$ cat config.mk
export PLATFORM = sky130hd
export DESIGN_NAME = mux4_scan_ctrl
export DESIGN_NICKNAME = d
export VERILOG_FILES = /design/src/rtl/mux4_pkg.sv /design/src/rtl/dwell_cnt.sv /design/src/rtl/mux4_scan_ctrl.sv
export SDC_FILE = /design/constraint.sdc
export NUM_CORES = 1
export LEC_CHECK = 0
export CORE_MARGIN = 10
export CORE_UTILIZATION = 44
export DETAILED_ROUTE_END_ITERATION = 12
export PLACE_DENSITY = 0.69
export SYNTH_ARGS = -nofsm -noshare
export SYNTH_HDL_FRONTEND = slang
export SYNTH_HIERARCHICAL = 1
export SYNTH_SLANG_ARGS = --single-unit
$ cat constraint.sdc
create_clock -name clk -period 4.2 [get_ports clk]
set_clock_uncertainty 0.15 [all_clocks]
set_input_delay 0.63 -clock clk [delete_from_list [all_inputs] [get_ports clk]]
set_output_delay 0.63 -clock clk [all_outputs]
set_load 0.05 [all_outputs]
$ cat src/rtl/mux4_pkg.sv
// rtl/mux4_pkg.sv - shared encodings and sizes for the mux4 scan sequencer
package mux4_pkg;

    typedef enum logic {
        ST_IDLE = 1'b0,
        ST_SCAN = 1'b1
    } state_t;

    localparam int CH_W        = 2;
    localparam int NUM_CH      = 4;
    localparam int SETTLE_DEF  = 2;

endpackage

$ cat src/rtl/dwell_cnt.sv
// rtl/dwell_cnt.sv - clear/enable dwell counter with terminal count at SETTLE-1
module dwell_cnt #(
    parameter int SETTLE   = 2,
    parameter int SETTLE_W = 4
) (
    input  logic clk,
    input  logic rst_n,
    input  logic clr,
    input  logic en,
    output logic tc
);

    logic [SETTLE_W-1:0] cnt_q;
    logic [SETTLE_W-1:0] cnt_d;

    always_comb begin
        cnt_d = cnt_q;
        if (clr) begin
            cnt_d = '0;
        end else if (en) begin
            cnt_d = cnt_q + 1'b1;
        end
    end

    always_ff @(posedge clk or negedge rst_n) begin
        if (!rst_n) begin
            cnt_q <= '0;
        end else begin
            cnt_q <= cnt_d;
        end
    end

    assign tc = (cnt_q == SETTLE_W'(SETTLE - 1));

endmodule

$ cat src/rtl/mux4_scan_ctrl.sv
// rtl/mux4_scan_ctrl.sv - steps mux4_1 selects, samples y per channel, hands 4-bit frames downstream
module mux4_scan_ctrl
    import mux4_pkg::*;
#(
    parameter int SETTLE   = SETTLE_DEF,
    parameter int SETTLE_W = 4
) (
    input  logic       clk,
    input  logic       rst_n,
    input  logic       start,
    input  logic       continuous,
    input  logic       y,
    output logic       s0,
    output logic       s1,
    output logic [3:0] frame,
    output logic       frame_valid,
    input  logic       frame_ready,
    output logic       busy,
    output logic       overrun
);

    state_t          state_q, state_d;
    logic [CH_W-1:0] ch_q, ch_d;
    logic [2:0]      shadow_q, shadow_d;
    logic [3:0]      frame_q, frame_d;
    logic            frame_valid_q, frame_valid_d;
    logic            overrun_q, overrun_d;

    logic            tc;
    logic            start_acc;
    logic            sample;
    logic            frame_done;

    dwell_cnt #(
        .SETTLE   (SETTLE),
        .SETTLE_W (SETTLE_W)
    ) u_dwell (
        .clk   (clk),
        .rst_n (rst_n),
        .clr   (start_acc | sample),
        .en    (state_q == ST_SCAN),
        .tc    (tc)
    );

    always_comb begin
        state_d       = state_q;
        ch_d          = ch_q;
        shadow_d      = shadow_q;
        frame_d       = frame_q;
        frame_valid_d = frame_valid_q;
        overrun_d     = overrun_q;
        start_acc     = 1'b0;
        sample        = 1'b0;
        frame_done    = 1'b0;

        case (state_q)
            ST_IDLE: begin
                if (start) begin
                    start_acc = 1'b1;
                    ch_d      = '0;
                    overrun_d = 1'b0;
                    state_d   = ST_SCAN;
                end
            end
            ST_SCAN: begin
                if (tc) begin
                    sample = 1'b1;
                    if (ch_q != CH_W'(NUM_CH - 1)) begin
                        shadow_d[ch_q] = y;
                        ch_d           = ch_q + 1'b1;
                    end else begin
                        frame_d    = {y, shadow_q};
                        frame_done = 1'b1;
                        ch_d       = '0;
                        if (!continuous) begin
                            state_d = ST_IDLE;
                        end
                    end
                end
            end
            default: state_d = ST_IDLE;
        endcase

        // A new frame wins over an accept; it only counts as overrun if the old one was not taken.
        if (frame_done) begin
            frame_valid_d = 1'b1;
            if (frame_valid_q && !frame_ready) begin
                overrun_d = 1'b1;
            end
        end else if (frame_valid_q && frame_ready) begin
            frame_valid_d = 1'b0;
        end
    end

    always_ff @(posedge clk or negedge rst_n) begin
        if (!rst_n) begin
            state_q       <= ST_IDLE;
            ch_q          <= '0;
            shadow_q      <= '0;
            frame_q       <= '0;
            frame_valid_q <= 1'b0;
            overrun_q     <= 1'b0;
        end else begin
            state_q       <= state_d;
            ch_q          <= ch_d;
            shadow_q      <= shadow_d;
            frame_q       <= frame_d;
            frame_valid_q <= frame_valid_d;
            overrun_q     <= overrun_d;
        end
    end

    assign s1          = ch_q[1];
    assign s0          = ch_q[0];
    assign frame       = frame_q;
    assign frame_valid = frame_valid_q;
    assign busy        = (state_q == ST_SCAN);
    assign overrun     = overrun_q;

endmodule

# Yosys cells after proc, flatten, opt, wreduce, memory -nomap -nowiden
# Cells that the tools add are included.
dict set report word_totals {
  register_bits 16
  inputBits 6
  wordCells 53
}
dict set report classes {
  add_sub_neg 2
  magnitude_cmp 2
  eq_ne 4
  mux 26
  bitwise 3
  reduce_logical 9
}
# op count
set ops {}
lappend ops {{1-bit 2-to-1 mux} 17}
lappend ops {{4-bit 2-to-1 mux} 2}
lappend ops {{2-bit 2-to-1 mux} 3}
lappend ops {{3-bit AND reduction} 2}
lappend ops {{4-bit by 1-bit adder with 4-bit output, second input constant} 1}
lappend ops {{4-bit by 1-bit == test with 1-bit output, second input constant} 1}
lappend ops {{2-bit inequality test, second input constant} 2}
lappend ops {{2-bit one-hot mux with 2 select lines} 1}
lappend ops {{2-bit nonzero test} 2}
lappend ops {{3-bit bitwise mux} 1}
lappend ops {{1-bit logical AND} 3}
lappend ops {{2-bit by 3-bit < comparator with 1-bit output, second input constant} 1}
lappend ops {{2-bit by 1-bit adder with 2-bit output, second input constant} 1}
lappend ops {{1-bit demux with 2-bit select} 1}
lappend ops {{2-bit by 1-bit greater-or-equal comparator with 1-bit output, second input constant} 1}
lappend ops {{2-bit by 1-bit inequality test with 1-bit output, second input constant} 1}
lappend ops {{1-bit NOT} 2}
lappend ops {{1-bit one-hot mux with 2 select lines} 1}
lappend ops {{2-bit AND reduction} 1}
lappend ops {{1-bit zero test} 1}
lappend ops {{1-bit bitwise OR} 1}

# Logic depth before layout (Yosys ltp)
# Gate-level depths: netlist of the first run.
dict set report logic_depth {
  word_depth 5
  ltp_mapped 7
}

# Hierarchy
# Netlist of the first run, hierarchy kept.
# mod n_inst cells_per_inst area_per_inst_um2 seq_area_each_um2
set modules_own_cells {}
lappend modules_own_cells {mux4_scan_ctrl 1 43 626.9 300.3}
lappend modules_own_cells {dwell_cnt 1 20 221.5 100.1}

# Worst setup path after synthesis of the first run
# No wires, ideal clock.
dict set report synth_path {
  kind {register to register}
  from {reg ch_q[0]}
  to {reg ch_q[1]}
  arrival_time_ns 1.566
  required_time_ns 3.929
  setup_slack_ns 2.363
  path_stages_with_launch 5
  cell_sequence {dfrtp_1 -> inv_1 -> ha_1 -> mux2_4 -> a22o_1}
}
dict set report synth_via {
  elab_chain_cells 4
}
# item line_no
set synth_lines {}
lappend synth_lines {{start: declaration} mux4_scan_ctrl.sv:23} ;# logic [CH_W-1:0] ch_q, ch_d;
lappend synth_lines {{start signal: assignment} mux4_scan_ctrl.sv:105} ;# ch_q <= ch_d;
lappend synth_lines {{2-bit by 1-bit adder with 2-bit output or 2-bit inequality test (tied branches)} {mux4_scan_ctrl.sv:70, mux4_scan_ctrl.sv:68}}
lappend synth_lines {{2-bit 2-to-1 mux *} mux4_scan_ctrl.sv:68} ;# if (ch_q != CH_W'(NUM_CH - 1)) begin
lappend synth_lines {{2-bit 2-to-1 mux *} mux4_scan_ctrl.sv:66} ;# if (tc) begin
lappend synth_lines {{2-bit one-hot mux with 2 select lines *} mux4_scan_ctrl.sv:56} ;# case (state_q)
# Every way passes the cells marked *; elsewhere a longest branch is shown, timed or not. The select of a mux whose other input is x is not followed.
# A chain may end at the register's enable or synchronous reset.

# Worst setup path in the final report of the first run
dict set report layout_path {
  from {reg state_q (netlist: busy)}
  to {out busy}
}
# item line_no
set layout_rtl {}
lappend layout_rtl {{start: declaration} mux4_scan_ctrl.sv:22} ;# state_t state_q, state_d;
lappend layout_rtl {{start signal: assignment} mux4_scan_ctrl.sv:104} ;# state_q <= state_d;
lappend layout_rtl {{end: declaration} mux4_scan_ctrl.sv:18} ;# output logic busy,
# No word-level cell between the ends.

==> results of run 1 <==
-- how the worst min path moves through the flow --
stage,slack (ns),start,depth (start not counted),endpoint
3_3_place_gp,0.32,overrun$_DFF_PN0_,1,overrun$_DFF_PN0_
4_1_cts,0.35,overrun$_DFF_PN0_,1,overrun$_DFF_PN0_
5_1_grt,0.37,overrun$_DFF_PN0_,1,overrun$_DFF_PN0_
2_1_floorplan,0.18,rst_n,0,busy$_DFF_PN0_
6_report,0.34,overrun$_DFF_PN0_,1,overrun$_DFF_PN0_
3_5_place_dp,0.32,overrun$_DFF_PN0_,1,overrun$_DFF_PN0_
-- metal layers --
metal | routed length [um] | track usage [%] | vias to the layer above
li1 | - | - | 255
met1 | 709 | 9.77 | 266
met2 | 625 | 10.7 | 13
met3 | 84 | 2.79 | 2
met4 | 27 | 5.74 | 0
met5 | 0 | 0 | -
-- final cells by class --
class | count | share of cell area [%]
Tap cell | 25 | 3.03
Multi-Input combinational cell | 42 | 40.1
Clock buffer | 4 | 3.51
Timing Repair Buffer | 14 | 13.6
Sequential cell | 16 | 38.7
Inverter | 3 | 1.09
-- placed cells by master (no fill, tap or decap), types with 2 or more instances in the layout --
master / Yosys / routed
dfrtp_1: 16 / 16
clkdlybuf4s50_1: 0 / 14
mux2_4: 7 / 7
ha_1: 7 / 7
inv_1: 3 / 3
nand2b_1: 3 / 3
nand4b_1: 3 / 3
mux2_2: 3 / 3
nor2_1: 3 / 3
clkbuf_4: 0 / 3
a21oi_1: 2 / 2
-- cells by family after synthesis --
family                   share of synthesized area [%]
multiplexers                                      16.4
flip-flops                                        47.2
AND/OR/NAND/NOR                                   14.6
buffers and inverters                             3.98
XOR/XNOR                                          1.03
AO/OA/AOI/OAI                                     6.49
adder cells (fa/ha/maj)                           10.3
-- worst register-to-register path, stage by stage (launching register included) --
cell     delay [ns]
dfrtp_1        0.43
inv_1          0.07
ha_1           0.13
nor3b_1        0.85
mux2_4         0.36
nor2_1         0.06
mux2_4         0.26
-- sequential cells by signal, indices dropped and copies added (netlist names) --
name / count
overrun: 1
shadow_q: 3
frame: 4
busy: 1
u_dwell/cnt_q: 4
ch_q: 2
frame_valid: 1
-- power breakdown --
group / switching (W) / internal (W)
Combinational: 0.000231 / 0.000198
Sequential: 0.0000620 / 0.000221
Clock: 0.0000467 / 0.0000527
-- through the flow --
step	area [sq um]	setup slack, ns	cells	utilization [%]	hold slack, ns
after global routing	1030	1.44	104	58.0	0.369
final	1030	1.53	104	58.0	0.344
after floorplan	848	2.36	63	-	0.184
after detailed placement	997	1.82	100	55.9	0.324
after global placement	997	1.86	100	55.9	0.322
after CTS	1030	1.51	104	58.0	0.351
==> qor.yml, run 1 <==
status: "complete, no violations"
synth.most_common_cell: "dfrtp_1"
synth_flop_cell: "dfrtp_1"
vias_per_cell: 5.15
synth_top_area_share_pct: 47.2
cp_num_buf_inv: 1
wl_um: 1450
p_total_w: 0.000812
p_leak_nw: 0.471
fill_cells: 155
grt_max_degree: 18
timing.rr.start: "u_dwell/cnt_q[1]$_DFFE_PN0P_"
clock_latency_ns: 0.28
cp_top_family: "buffers and inverters"
crit_type: "reg2out"
post-route-drc-count: 0
tightestPinTransition_ns: 1.06
grt_overflow: 0
worst-r2r-cell-count: 6
drt_iter0_markers: 28
rsz0062_at_grt: "false"
initial_core_util_pct: 47.6
fmax_mhz: 374
fin_crit_sh_pct: 63.6
syn-num-nets: 76
clockBufferDepth: 2
antenna_found_initial: 0
maxCapViolCount: 0
max_stage_delay_ns: 0.91
drtAntennaViolNets: 0
track_usage_pct: 7.81
grt_first_pass_wirelength_um: 2570
r2r_end: "u_dwell/cnt_q[3]$_DFFE_PN0P_"
root_buffer: "clkbuf_4"
power.density_nw_per_um2: 786
crit_end: "busy"
synth-async-reset-ratio_pct: 100
cts_tree: "done"
peakVddDrop_uv: 350
postCtsResizedCells: 0
multi_input_area_sq_um: 414
std_cell_rows: 15
routedWlPerCell_um: 13.9
crit_path_end_kind: "output port"
ctsHoldBuffers: 0
syn_to_final_growth_pct: 21.8
worst-r2r-setup-slack_ns: 1.80
hold_violations: 0
post_cts_buffers: 0
layout-drive-gt1-share_pct: 21.5
required_ns: 3.42
io_pins: 15
clk_pin_slew_ns: 0.09
drtPass1Iterations: 4
worstSetupStartpoint: "busy$_DFF_PN0_"
syn_inst: 63
cts_buffers: 3
crit_path_max_fanout: 17
htree_levels: 1
setup_violations: 0
core-area_sq_um: 1780
final.setup.tns_ns: 0
yosysSeqAreaShare_pct: 47.2
die_y_um: 63.9
crit_cells: 1
synth_edf_count: 0
antennaDiodeCount: 0
slew_violations: 0
place.gp.congestion: 0.721
worstSetupStartpointType: "register"
dpl.hpwl_um: 1070
hold_class: "reg2reg"
cp_slowest_cell: "clkdlybuf4s50_1"
yosys_warnings: 6
portBuffers: 14
synth_seq_cells: 16
synth.cell_area_sq_um: 848
path_cells: "clkdlybuf4s50_1"
yosys-top-cells-area: "dfrtp_1 (47%), mux2_4 (12%), ha_1 (10%), mux2_2 (4.0%), nand4b_1 (3.1%)"
avgSynthCellArea_sq_um: 13.5
die_x_um: 63.9
arrival_ns: 1.89
fp.dieArea_sq_um: 4080
yosysTopAreaCell: "dfrtp_1"
vias: 536
slew_headroom_pct: 29.3
clock_sinks: 16
nNetsFinal: 93
synthTopCellsByCount: "dfrtp_1 (16), ha_1 (7), mux2_4 (7)"
synth.distinct_cells: 24
grt_pass1_vias: 547
period_needed_ns: 2.67
seq_area_sq_um: 400
No activity file was read; power rests on OpenSTA's default activity.
==> run 2: changes to the inputs <==
Settings changed: PLACE_DENSITY 0.69 to 0.71.
Clock period 4.2 ns to 2.25 ns, I/O delays scaled along.
==> qor.yml, run 2 (synthesized netlist as in run 1, its figures left out) <==
clockBufferDepth: 2  # unchanged
grt_pass1_vias: 573  # +4.8%
power_switching_w: 0.000639  # +88%
r2r_end: "u_dwell/cnt_q[3]$_DFFE_PN0P_"
p_total_w: 0.00149  # +84%
max_stage_delay_ns: 0.85  # -0.06 ns
crit_end: "s1"
tightestPinTransition_ns: 0.559  # -0.499 ns
fmax_mhz: 482
maxUsedRoutingLayer: "met4"
rsz0062_at_grt: "false"
p_clk_share_pct: 9.9  # -2.3 points
fill_cells: 160  # +3.2%
portBuffers: 14  # unchanged
postCtsResizedCells: 0  # unchanged
place.gp.congestion: 0.659  # -8.5%
wl_um: 1550  # +7.0%
wl_met3_um: 64  # -24%
clock_latency_ns: 0.28  # about the same
drtAntennaViolNets: 0  # unchanged
fp.dieArea_sq_um: 4080  # unchanged
fin_util_pct: 57.9  # -0.070 points
path_cells: "clkdlybuf4s50_1"
crit_path_end_kind: "output port"
worstSetupStartpointType: "register"
crit_cells: 1  # unchanged
clock_sinks: 16  # unchanged
cp_slowest_cell: "clkdlybuf4s50_1"
cts_buffers: 3  # unchanged
timing.rr.start: "u_dwell/cnt_q[1]$_DFFE_PN0P_"
post-route-drc-count: 0  # unchanged
cp_num_buf_inv: 1  # unchanged
maxCapViolCount: 0  # unchanged
std_cell_rows: 15  # unchanged
grt_first_pass_wirelength_um: 2790  # +8.9%
die_x_um: 63.9  # unchanged
power.internal_w: 0.000856  # +81%
nNetsFinal: 95  # +2.2%
syn_to_final_growth_pct: 21.7
status: "complete, no violations"
drt-met1-wl_um: 686  # -3.2%
power.density_nw_per_um2: 1450  # +84%
comb_power_share_pct: 55.1  # +2.2 points
grt_overflow: 0  # unchanged
fin_hold_ws_ns: 0.215  # -0.129 ns
multi_input_area_sq_um: 414  # unchanged
slew_headroom_pct: 62.7  # +33 points
core-area_sq_um: 1780  # unchanged
track_usage_pct: 8.63  # +0.82 points
worst-r2r-cell-count: 7  # +1
grt_max_degree: 18  # unchanged
antenna_found_initial: 0  # unchanged
cts_tree: "done"
mostFrequentLayoutCells: "dfrtp_1 (16), clkdlybuf4s50_1 (13), mux2_4 (7), ha_1 (7)"
period_needed_ns: 2.07
routedWlPerCell_um: 14.8  # +6.0%
switching_share_pct: 42.7  # +0.86 points
post_cts_buffers: 0  # unchanged
drtPass1Iterations: 4  # unchanged
clk_pin_slew_ns: 0.09  # about the same
arrival_ns: 1.59  # -0.30 ns
hold_violations: 0  # unchanged
layout_commonest_cell: "dfrtp_1"
io_pins: 15  # unchanged
seq_power_share_pct: 35.0  # about the same
p_leak_nw: 0.473  # +0.56%
seq_area_sq_um: 400  # unchanged
vias_per_cell: 5.12  # -0.58%
final.setup.tns_ns: 0  # unchanged
dpl.hpwl_um: 1200  # +12%
place_area_sq_um: 1010  # +1.3%
layout-drive-gt1-share_pct: 23.8  # +2.2 points
root_buffer: "clkbuf_4"
cp_top_family: "buffers and inverters"
fin_crit_sh_pct: 92.2
peakVddDrop_uv: 748  # +110%
worst-r2r-setup-slack_ns: 0.52  # -1.28 ns
die_y_um: 63.9  # unchanged
worstSetupStartpoint: "ch_q[1]$_DFFE_PN0P_"
setup_violations: 0  # unchanged
drt_iter0_markers: 12  # -57%
required_ns: 1.76  # -1.66 ns
met2_length_um: 749  # +20%
slew_violations: 0  # unchanged
hold_class: "in2async"
crit_type: "reg2out"
antennaDiodeCount: 0  # unchanged
htree_levels: 1  # unchanged
crit_path_max_fanout: 7  # -10
ctsHoldBuffers: 0  # unchanged
initial_core_util_pct: 47.6  # unchanged
vias: 538  # +0.37%
final_area_sq_um: 1030  # -0.12%
==> run 2: cell count changes in the layout (fill, tap and decap cells not counted) <==
| cell | previous run | this run |
|---|---|---|
| buf_4 | 0 | 3 |
| clkbuf_8 | 1 | 0 |
| clkdlybuf4s50_1 | 14 | 13 |
==> run 2: power groups by stage <==
stage	clock [W]	sequential, W	combinational, W
floorplan	0	0.000731	0.000405
global placement	0	0.000522	0.000811
detailed placement	0	0.000536	0.000830
CTS	0.000154	0.000529	0.000836
global route	0.000167	0.000550	0.000897
finish	0.000148	0.000524	0.000823
==> run 2: per-layer routing <==
metal | vias to the layer above | global-route usage (%)
met2 | 11 | 12.6
li1 | 258 | -
met4 | 0 | 7.38
met1 | 265 | 10.4
met5 | - | 0
met3 | 4 | 2.09
==> run 2: worst min-delay path by stage <==
stage,startpoint,to,slack [ns],depth (start not counted)
3_5_place_dp,overrun$_DFF_PN0_,overrun$_DFF_PN0_,0.34,1
4_1_cts,rst_n,frame_valid$_DFFE_PN0P_,0.22,2
6_report,rst_n,frame[3]$_DFFE_PN0P_,0.22,2
2_1_floorplan,rst_n,busy$_DFF_PN0_,-0.11,0
5_1_grt,rst_n,frame_valid$_DFFE_PN0P_,0.22,2
3_3_place_gp,overrun$_DFF_PN0_,overrun$_DFF_PN0_,0.32,1
==> run 2: metrics by stage <==
stage | worst slack, ns | cells
finish | 0.176 | 105
global route | 0.0753 | 105
CTS | 0.150 | 105
global placement | 0.507 | 102
detailed placement | 0.478 | 102
floorplan | 0.413 | 63
==> run 2: final cells by class <==
| cell class | count | share of cell area [%] |
|---|---|---|
| well taps | 25 | 3.03 |
| flip-flops and latches | 16 | 38.8 |
| clock buffers | 3 | 2.18 |
| repair buffers | 16 | 14.8 |
| inverters | 3 | 1.09 |
| multi-input cells | 42 | 40.1 |
